**src/rtl/uart_cmd_pkg.sv**
```systemverilog
// Shared constants, state encoding and helpers for the UART command decoder.
package uart_cmd_pkg;

  localparam logic [7:0] ASCII_CR    = 8'h0D;
  localparam logic [7:0] ASCII_LF    = 8'h0A;
  localparam logic [7:0] ASCII_SP    = 8'h20;
  localparam logic [7:0] ASCII_0     = 8'h30;
  localparam logic [7:0] ASCII_9     = 8'h39;
  localparam logic [7:0] ASCII_R     = 8'h52;
  localparam logic [7:0] ASCII_R_LC  = 8'h72;
  localparam logic [7:0] ASCII_C     = 8'h43;
  localparam logic [7:0] ASCII_C_LC  = 8'h63;
  localparam logic [7:0] ASCII_M     = 8'h4D;
  localparam logic [7:0] ASCII_M_LC  = 8'h6D;
  localparam logic [7:0] ASCII_S     = 8'h53;
  localparam logic [7:0] ASCII_S_LC  = 8'h73;

  localparam logic [6:0] HOUR_MAX = 7'd23;
  localparam logic [6:0] MIN_MAX  = 7'd59;
  localparam logic [6:0] SEC_MAX  = 7'd59;

  localparam int unsigned NUM_DIGITS = 6;

  typedef enum logic [1:0] {
    ST_IDLE     = 2'd0,
    ST_DIGITS   = 2'd1,
    ST_WAIT_END = 2'd2
  } state_t;

  // Two decimal digits to binary, shift-add instead of a multiplier.
  function automatic logic [6:0] dec2bin(input logic [3:0] tens, input logic [3:0] ones);
    logic [6:0] t;
    t = {3'b000, tens};
    return (t << 3) + (t << 1) + {3'b000, ones};
  endfunction

endpackage

```
**src/rtl/cmd_timeout_timer.sv**
```systemverilog
// Inter-byte watchdog: counts while enabled, expires on reaching TIMEOUT_CYC-1.
module cmd_timeout_timer #(
  parameter int unsigned TIMEOUT_CYC = 100_000_000
) (
  input  logic clk,
  input  logic rst,
  input  logic clr,
  input  logic en,
  output logic expire
);

  localparam int unsigned W = (TIMEOUT_CYC > 1) ? $clog2(TIMEOUT_CYC) : 1;
  localparam logic [W-1:0] LAST = W'(TIMEOUT_CYC - 1);

  logic [W-1:0] cnt;

  // A received byte (clr) always wins over a coincident expiry.
  assign expire = en && !clr && (cnt == LAST);

  // Free-running count while armed; held at zero when idle or on a new byte.
  always_ff @(posedge clk or posedge rst) begin
    if (rst)                           cnt <= '0;
    else if (clr || !en || cnt == LAST) cnt <= '0;
    else                               cnt <= cnt + W'(1);
  end

endmodule

```
**src/rtl/uart_cmd_decoder.sv**
```systemverilog
// ASCII command decoder: single-char control pulses, "S hhmmss<CR>" time load,
// ACK/NAK response byte handed to the UART transmitter.
module uart_cmd_decoder
  import uart_cmd_pkg::*;
#(
  parameter int unsigned TIMEOUT_CYC = 100_000_000,
  parameter logic [7:0]  ACK_CHAR    = 8'h4B,
  parameter logic [7:0]  NAK_CHAR    = 8'h45
) (
  input  logic       clk,
  input  logic       rst,
  input  logic [7:0] rx_data,
  input  logic       rx_done,
  input  logic       tx_busy,
  output logic       o_run,
  output logic       o_clear,
  output logic       o_mode,
  output logic       o_set_valid,
  output logic [4:0] o_set_hour,
  output logic [5:0] o_set_min,
  output logic [5:0] o_set_sec,
  output logic       o_err,
  output logic [7:0] o_tx_data,
  output logic       o_tx_start
);

  state_t state, state_n;
  logic [2:0] idx, idx_n;
  logic [NUM_DIGITS-1:0][3:0] digits;
  logic dig_we;
  logic run_n, clear_n, mode_n, set_n, err_n;
  logic q_n;
  logic [7:0] q_byte;
  logic ack_pending;
  logic expire;
  logic [6:0] hour_v, min_v, sec_v;
  logic time_ok;

  cmd_timeout_timer #(.TIMEOUT_CYC(TIMEOUT_CYC)) u_timer (
    .clk    (clk),
    .rst    (rst),
    .clr    (rx_done),
    .en     (state != ST_IDLE),
    .expire (expire)
  );

  assign hour_v  = dec2bin(digits[0], digits[1]);
  assign min_v   = dec2bin(digits[2], digits[3]);
  assign sec_v   = dec2bin(digits[4], digits[5]);
  assign time_ok = (hour_v <= HOUR_MAX) && (min_v <= MIN_MAX) && (sec_v <= SEC_MAX);

  // State register.
  always_ff @(posedge clk or posedge rst) begin
    if (rst) state <= ST_IDLE;
    else     state <= state_n;
  end

  // Next state, next pulse values and response request for the current byte.
  always_comb begin
    state_n = state;
    idx_n   = idx;
    dig_we  = 1'b0;
    run_n   = 1'b0;
    clear_n = 1'b0;
    mode_n  = 1'b0;
    set_n   = 1'b0;
    err_n   = 1'b0;
    q_n     = 1'b0;
    q_byte  = ACK_CHAR;
    case (state)
      ST_IDLE: begin
        if (rx_done) begin
          case (rx_data)
            ASCII_R, ASCII_R_LC: begin run_n   = 1'b1; q_n = 1'b1; end
            ASCII_C, ASCII_C_LC: begin clear_n = 1'b1; q_n = 1'b1; end
            ASCII_M, ASCII_M_LC: begin mode_n  = 1'b1; q_n = 1'b1; end
            ASCII_S, ASCII_S_LC: begin state_n = ST_DIGITS; idx_n = '0; end
            ASCII_CR, ASCII_LF, ASCII_SP: ;
            default: begin err_n = 1'b1; q_n = 1'b1; q_byte = NAK_CHAR; end
          endcase
        end
      end
      ST_DIGITS: begin
        if (rx_done) begin
          if (rx_data inside {[ASCII_0:ASCII_9]}) begin
            dig_we = 1'b1;
            idx_n  = idx + 3'd1;
            if (idx == 3'(NUM_DIGITS - 1)) state_n = ST_WAIT_END;
          end else if (rx_data == ASCII_SP) begin
            // spacing between fields is tolerated
          end else if (rx_data == ASCII_S || rx_data == ASCII_S_LC) begin
            idx_n = '0;
          end else begin
            err_n = 1'b1; q_n = 1'b1; q_byte = NAK_CHAR; state_n = ST_IDLE;
          end
        end else if (expire) begin
          err_n = 1'b1; q_n = 1'b1; q_byte = NAK_CHAR; state_n = ST_IDLE;
        end
      end
      ST_WAIT_END: begin
        if (rx_done) begin
          state_n = ST_IDLE;
          if ((rx_data == ASCII_CR || rx_data == ASCII_LF) && time_ok) begin
            set_n = 1'b1; q_n = 1'b1;
          end else begin
            err_n = 1'b1; q_n = 1'b1; q_byte = NAK_CHAR;
          end
        end else if (expire) begin
          err_n = 1'b1; q_n = 1'b1; q_byte = NAK_CHAR; state_n = ST_IDLE;
        end
      end
      default: state_n = ST_IDLE;
    endcase
  end

  // Digit buffer and capture index; '0'..'9' are 0x30..0x39 so the low nibble is the value.
  always_ff @(posedge clk or posedge rst) begin
    if (rst) begin
      idx    <= '0;
      digits <= '0;
    end else begin
      idx <= idx_n;
      if (dig_we) digits[idx] <= rx_data[3:0];
    end
  end

  // Registered single-cycle command pulses and the held time-of-day.
  always_ff @(posedge clk or posedge rst) begin
    if (rst) begin
      o_run       <= 1'b0;
      o_clear     <= 1'b0;
      o_mode      <= 1'b0;
      o_set_valid <= 1'b0;
      o_err       <= 1'b0;
      o_set_hour  <= '0;
      o_set_min   <= '0;
      o_set_sec   <= '0;
    end else begin
      o_run       <= run_n;
      o_clear     <= clear_n;
      o_mode      <= mode_n;
      o_set_valid <= set_n;
      o_err       <= err_n;
      if (set_n) begin
        o_set_hour <= hour_v[4:0];
        o_set_min  <= min_v[5:0];
        o_set_sec  <= sec_v[5:0];
      end
    end
  end

  // Response register: newest byte wins, start fires once the transmitter is free.
  always_ff @(posedge clk or posedge rst) begin
    if (rst) begin
      o_tx_data   <= '0;
      o_tx_start  <= 1'b0;
      ack_pending <= 1'b0;
    end else if (q_n) begin
      o_tx_data   <= q_byte;
      o_tx_start  <= 1'b0;
      ack_pending <= 1'b1;
    end else if (ack_pending && !tx_busy) begin
      o_tx_start  <= 1'b1;
      ack_pending <= 1'b0;
    end else begin
      o_tx_start  <= 1'b0;
    end
  end

endmodule

```
**config.mk**
```make
export PLATFORM = sky130hd
export DESIGN_NAME = uart_cmd_decoder
export DESIGN_NICKNAME = d
export VERILOG_FILES = /design/src/rtl/uart_cmd_pkg.sv /design/src/rtl/cmd_timeout_timer.sv /design/src/rtl/uart_cmd_decoder.sv
export SDC_FILE = /design/constraint.sdc
export NUM_CORES = 1
export LEC_CHECK = 0
export CAP_MARGIN = 20
export CORE_MARGIN = 3
export CORE_UTILIZATION = 50
export DETAILED_ROUTE_END_ITERATION = 16
export PLACE_DENSITY = 0.71
export SLEW_MARGIN = 20
export SYNTH_ARGS = -nofsm -noshare
export SYNTH_HDL_FRONTEND = slang
export SYNTH_SLANG_ARGS = --single-unit
```
**constraint.sdc**
```tcl
create_clock -name clk -period 4.9 [get_ports clk]
set_input_delay 1.225 -clock clk [delete_from_list [all_inputs] [get_ports clk]]
set_output_delay 1.225 -clock clk [all_outputs]
set_load 0.02 [all_outputs]
```
**After elaboration in Yosys (flattened, before gate mapping)**

Cells that the tools add are included.

- $add $sub $neg: 8
- Multiply operators: 0
- Divide/modulo/power cells: 0
- $lt $le $gt $ge: 7
- Equal/unequal tests: 23
- Shift-type cells: 0
- Muxes and demuxes: 64
- Bitwise operators: 0
- Reduce and logical (&&, ||, !) cells: 27

Operator list:

| operator | count |
|---|---|
| $eq A8 B7 Y1 const B | 8 |
| $mux W4 | 8 |
| $mux W1 | 31 |
| $add A27 B1 Y27 const B | 1 |
| $eq A27 B27 Y1 const B | 1 |
| $mux W27 | 1 |
| $bwmux W24 | 1 |
| $pmux W8 S3 | 1 |
| $add A7 B4 Y7 | 3 |
| $add A7 B5 Y7 | 3 |
| $mux W2 | 9 |
| $mux W3 | 6 |
| $eq A8 B4 Y1 const B | 2 |
| $mux W8 | 2 |
| $le A7 B6 Y1 const B | 2 |
| $demux W4 S3 | 1 |
| $ne A4 B4 Y1 const B | 3 |
| $reduce_or A11 Y1 | 1 |
| $eq A8 B6 Y1 const B | 1 |
| $ge A8 B6 Y1 const B | 1 |
| $le A8 B6 Y1 const B | 1 |
| $logic_and A1 B1 Y1 | 8 |
| $reduce_or A2 Y1 | 4 |
| $le A7 B5 Y1 const B | 1 |
| other kinds (19) | 29 |

- Register bits: 88
- Bits in latches: 0
- Bits in writable memories: 0
- ROM bits: 0
- Input bits: 12
- Output and inout bits: 31
- Word-level logic and storage cells: 149
- Memories kept: 0

**Logic depth before layout (Yosys ltp)**

- Depth in word-level cells: 9
- Gate-level depth with buffers: 11
- Depth with buffers taken out: 10

**By module**

A second synthesis with hierarchy kept.

- Cell total of the unflattened synthesis: 432
- Area total of the unflattened synthesis: 4663.2 µm²

Modules (own cells, without submodules):

| module | instances | cells each | area an instance (µm²) | sequential area each (µm²) |
|---|---|---|---|---|
| uart_cmd_decoder | 1 | 284 | 3223.1 | 1401.3 |
| cmd_timeout_timer | 1 | 148 | 1440.1 | 675.6 |

**Least setup slack after synthesis**

Ideal clock, no wire load.

- Kind: input-to-reg
- Start: input rx_data[4]
- End: register o_set_min[0]
- Setup time: 125 ps
- Arrival time: 3235 ps
- Required time: 4775 ps
- Slack: 1540 ps
- Stages: 7
- Path buffers: 2
- Cells stage by stage: buf_6 -> or4b_4 -> a211oi_4 -> o211ai_4 -> nor4_4 -> buf_8 -> mux2_4

- Word-level cells in the longest chain between the ends: 6
- Elaborated cells on any way between the ends: 7
- Classes of those cells: eq/ne (2); mux (3); reduce/logical (2)

RTL lines:

| item | RTL line | text |
|---|---|---|
| start: declaration | uart_cmd_decoder.sv:12 | `input logic [7:0] rx_data,` |
| $eq A8 B4 Y1 | uart_cmd_decoder.sv:103 | `if ((rx_data == ASCII_CR \|\| rx_data == ASCII_LF) && time_ok) begin` |
| $logic_or A1 B1 Y1 (*) | uart_cmd_decoder.sv:103 |  |
| $logic_and A1 B1 Y1 (*) | uart_cmd_decoder.sv:103 |  |
| $mux W1 (*) | uart_cmd_decoder.sv:103 |  |
| $mux W1 (*) | uart_cmd_decoder.sv:101 | `if (rx_done) begin` |
| $mux W1 (*) | uart_cmd_decoder.sv:70 | `case (state)` |
| end signal: assignment | uart_cmd_decoder.sv:146 | `o_set_min <= min_v[5:0];` |
| end: declaration | uart_cmd_decoder.sv:20 | `output logic [5:0] o_set_min,` |

Mark *: on every way between the ends. The rest lies on a longest branch, timed or not.
A chain may end at the register's enable or synchronous reset.

**Final worst setup path**

- Start: input rx_data[0]
- End: register o_set_min[2]

Same word-level chain as after synthesis.

==> results.cfg <==
[status]
run_status = completed

[pwr]
powerDensity_nw_per_um2 = 258
p_leak_nw = 2.36
irDropWorstVdd_mv = 0.148
power_mw = 1.32

[sta]
clock_skew_ns = 0.0117
final_max_slew_viol_count = 0
period_share_pct = 74.4
tns_ns = 0
setup_viol = 0
tightest_slew_ns = 0.984
fmax_mhz = 274
hold_violations = 0
fin_crit_ns = 3.65
grt_setup_unrepaired = false
slew_headroom_pct = 34.4

[clocking]
cts_buffers = 9
clock_sinks = 83
tritoncts = done
cts_max_level = 3
ctsRootBufferMaster = clkbuf_8
post_cts.repair.setup_buffers = 0
clkTransAtPathRegs_ns = 0.08
ctsHoldBuffers = 0
clock_latency_ns = 0.36
clock_path_buffers = 2
postCtsResizedCells = 0

[floorplan]
dieArea_um2 = 10000
start_util_pct = 52.8
boundaryPins = 43
die_w_um = 100
die_y_um = 100
num_rows = 33
coreArea_um2 = 8380

[setup_path]
path_cells = clkdlybuf4s50_1 > or3b_2 > a211oi_4 > o211ai_4 > nor4_4 > buf_4 > mux2_2
arrival_ns = 3.89
worstSetupEndpointType = flop
crit_type = in -> reg
slowest_delay_ns = 0.67
cp.required_ns = 5.15
cpMaxStageDelayCell = clkdlybuf4s50_1
worstSetupStartpointType = input pin
critPathMaxFanout = 17

[routing]
route.detailed.drc = 0
routedWlPerCell_um = 15.0
first_iter_violations = 102
vias_per_cell = 5.46
first_pass_iters = 4
num_vias = 2982
postRouteAntennaNets = 0
wl_um = 8210

[grt]
grt_start_max_net_pins = 63
track_usage_pct = 17.9
antenna_found_initial = 0
first_global_vias = 2921
grt_first_pass_wirelength_um = 14200
grt-ovfl-total = 0

[yosys]
syn_inst = 397
synthesis.area_um2 = 4420
seq_area_frac_synth_pct = 47.0
async_flop_share_pct = 100
synth_area_per_cell_um2 = 11.1
ys_types = 51
synth.largest_area_cell = dfrtp_1
ys_warn_count = 0
synth_edf_count = 0
synth_most_common_cell = dfrtp_1
ys.flop_type = dfrtp_1
netlist.area_leader.share_pct = 47.0
synth.area.top_cells = dfrtp_1 (47%), mux2_2 (7.9%), ha_1 (6.8%), nor2_1 (4.0%), xnor2_1 (3.4%)
ys_ff_latch = 83
synth_common_cells = dfrtp_1 (83), nor2_1 (47), mux2_2 (31), ha_1 (24), nand2_1 (19)

[job]
drv_cap = 0

[final_layout]
final_area_um2 = 5100
drive_gt1_share_pct = 14.7
num-fill-cells = 655
areaGrowthSynthToFinish_pct = 15.4
layout.nets = 478
antenna_cells = 0

[placement]
gp_congestion = 0.761
place.port_buffers = 39
dpl_cell_area_um2 = 4870
dp_hpwl_um = 6000

[min_path]
hp-class = reg -> reg
[final timing paths]
check / cells past startpoint / endpoint / from / slack [ns]
max: 7 / o_set_min[2] / rx_data[0] / 1.25
max in group asynchronous: 3 / digits[0] / rst / 2.78
min in group asynchronous: 2 / o_err / rst / 1.35
max reg2reg: 9 / o_set_min[2] / digits[16] / 1.62
min reg2reg: 1 / ack_pending / ack_pending / 0.48
min: 1 / ack_pending / ack_pending / 0.48
[through the flow]
stage	std cells	hold WS, ns	util (%)	setup WS, ns
floorplan	399	0.442	-	1.54
global placement	529	0.454	58.1	0.983
detailed placement	529	0.463	58.1	0.912
CTS	545	0.481	60.8	1.29
global route	546	0.511	60.9	1.14
finish	546	0.479	60.9	1.25
[worst max-delay path: cells and delay by family]
family | cells | cell delay, ns
multiplexers | 1 | 0.37
buffers and inverters | 2 | 0.99
AO/OA/AOI/OAI | 2 | 0.48
AND/OR/NAND/NOR | 2 | 0.81
[metal layers]
metal	share of wire [%]	track usage, %	vias up
met5	0	0	-
met4	1.8	7.15	0
met3	3.3	2.71	12
met2	44	27.1	53
met1	51	26.1	1464
li1	-	-	1453
[flip-flops by register name, summed over array words and instances (netlist names), 2 cells and up]
register,flops
idx,3
u_timer.cnt,27
state,2
o_set_sec,6
o_tx_data,3
o_set_min,6
digits,24
o_set_hour,5
[placed cells by master, fill, tap and decap left out, drive strengths merged, types with 8 or more instances in the layout]
master / count
inv: 16
ha: 24
xor2: 17
xnor2: 17
clkdlybuf4s50: 39
nor3: 8
nand2: 19
nor2: 47
nand3: 16
dfrtp: 83
nand4: 9
mux2: 36
a21oi: 13
clkbuf: 11
[report_power, final]
| group | switching [mW] | leakage [nW] | internal, mW | total (mW) |
|---|---|---|---|---|
| combinational | 0.0419 | 1.14 | 0.0237 | 0.0656 |
| clock | 0.257 | 0.108 | 0.301 | 0.557 |
| sequential | 0.00328 | 1.11 | 0.689 | 0.692 |
[cell type report]
type | instances | area (um2) | share of cell area (%)
multi-input combinational | 284 | 2190 | 43.0
sequential | 83 | 2080 | 40.7
timing repair buffer | 42 | 410 | 8.05
clock buffer | 10 | 138 | 2.70
tap | 105 | 131 | 2.58
clock inverter | 6 | 88.8 | 1.74
inverter | 16 | 62.6 | 1.23
[logic make-up (layout without fill, tap and decap cells)]
kind of cell	count (synthesis)	count (layout)	share of synthesized area, %
DFF	83	83	47.0
xor gates and xnor gates	34	34	6.73
and+or+nand+nor	136	136	16.1
buffers and inverters	32	74	3.59
adders and majority gates	30	30	9.51
muxes	41	41	10.7
AOI/OAI and AO/OA	40	40	6.25
other	1	3	0.0848
(Power assumes the default switching activity.)
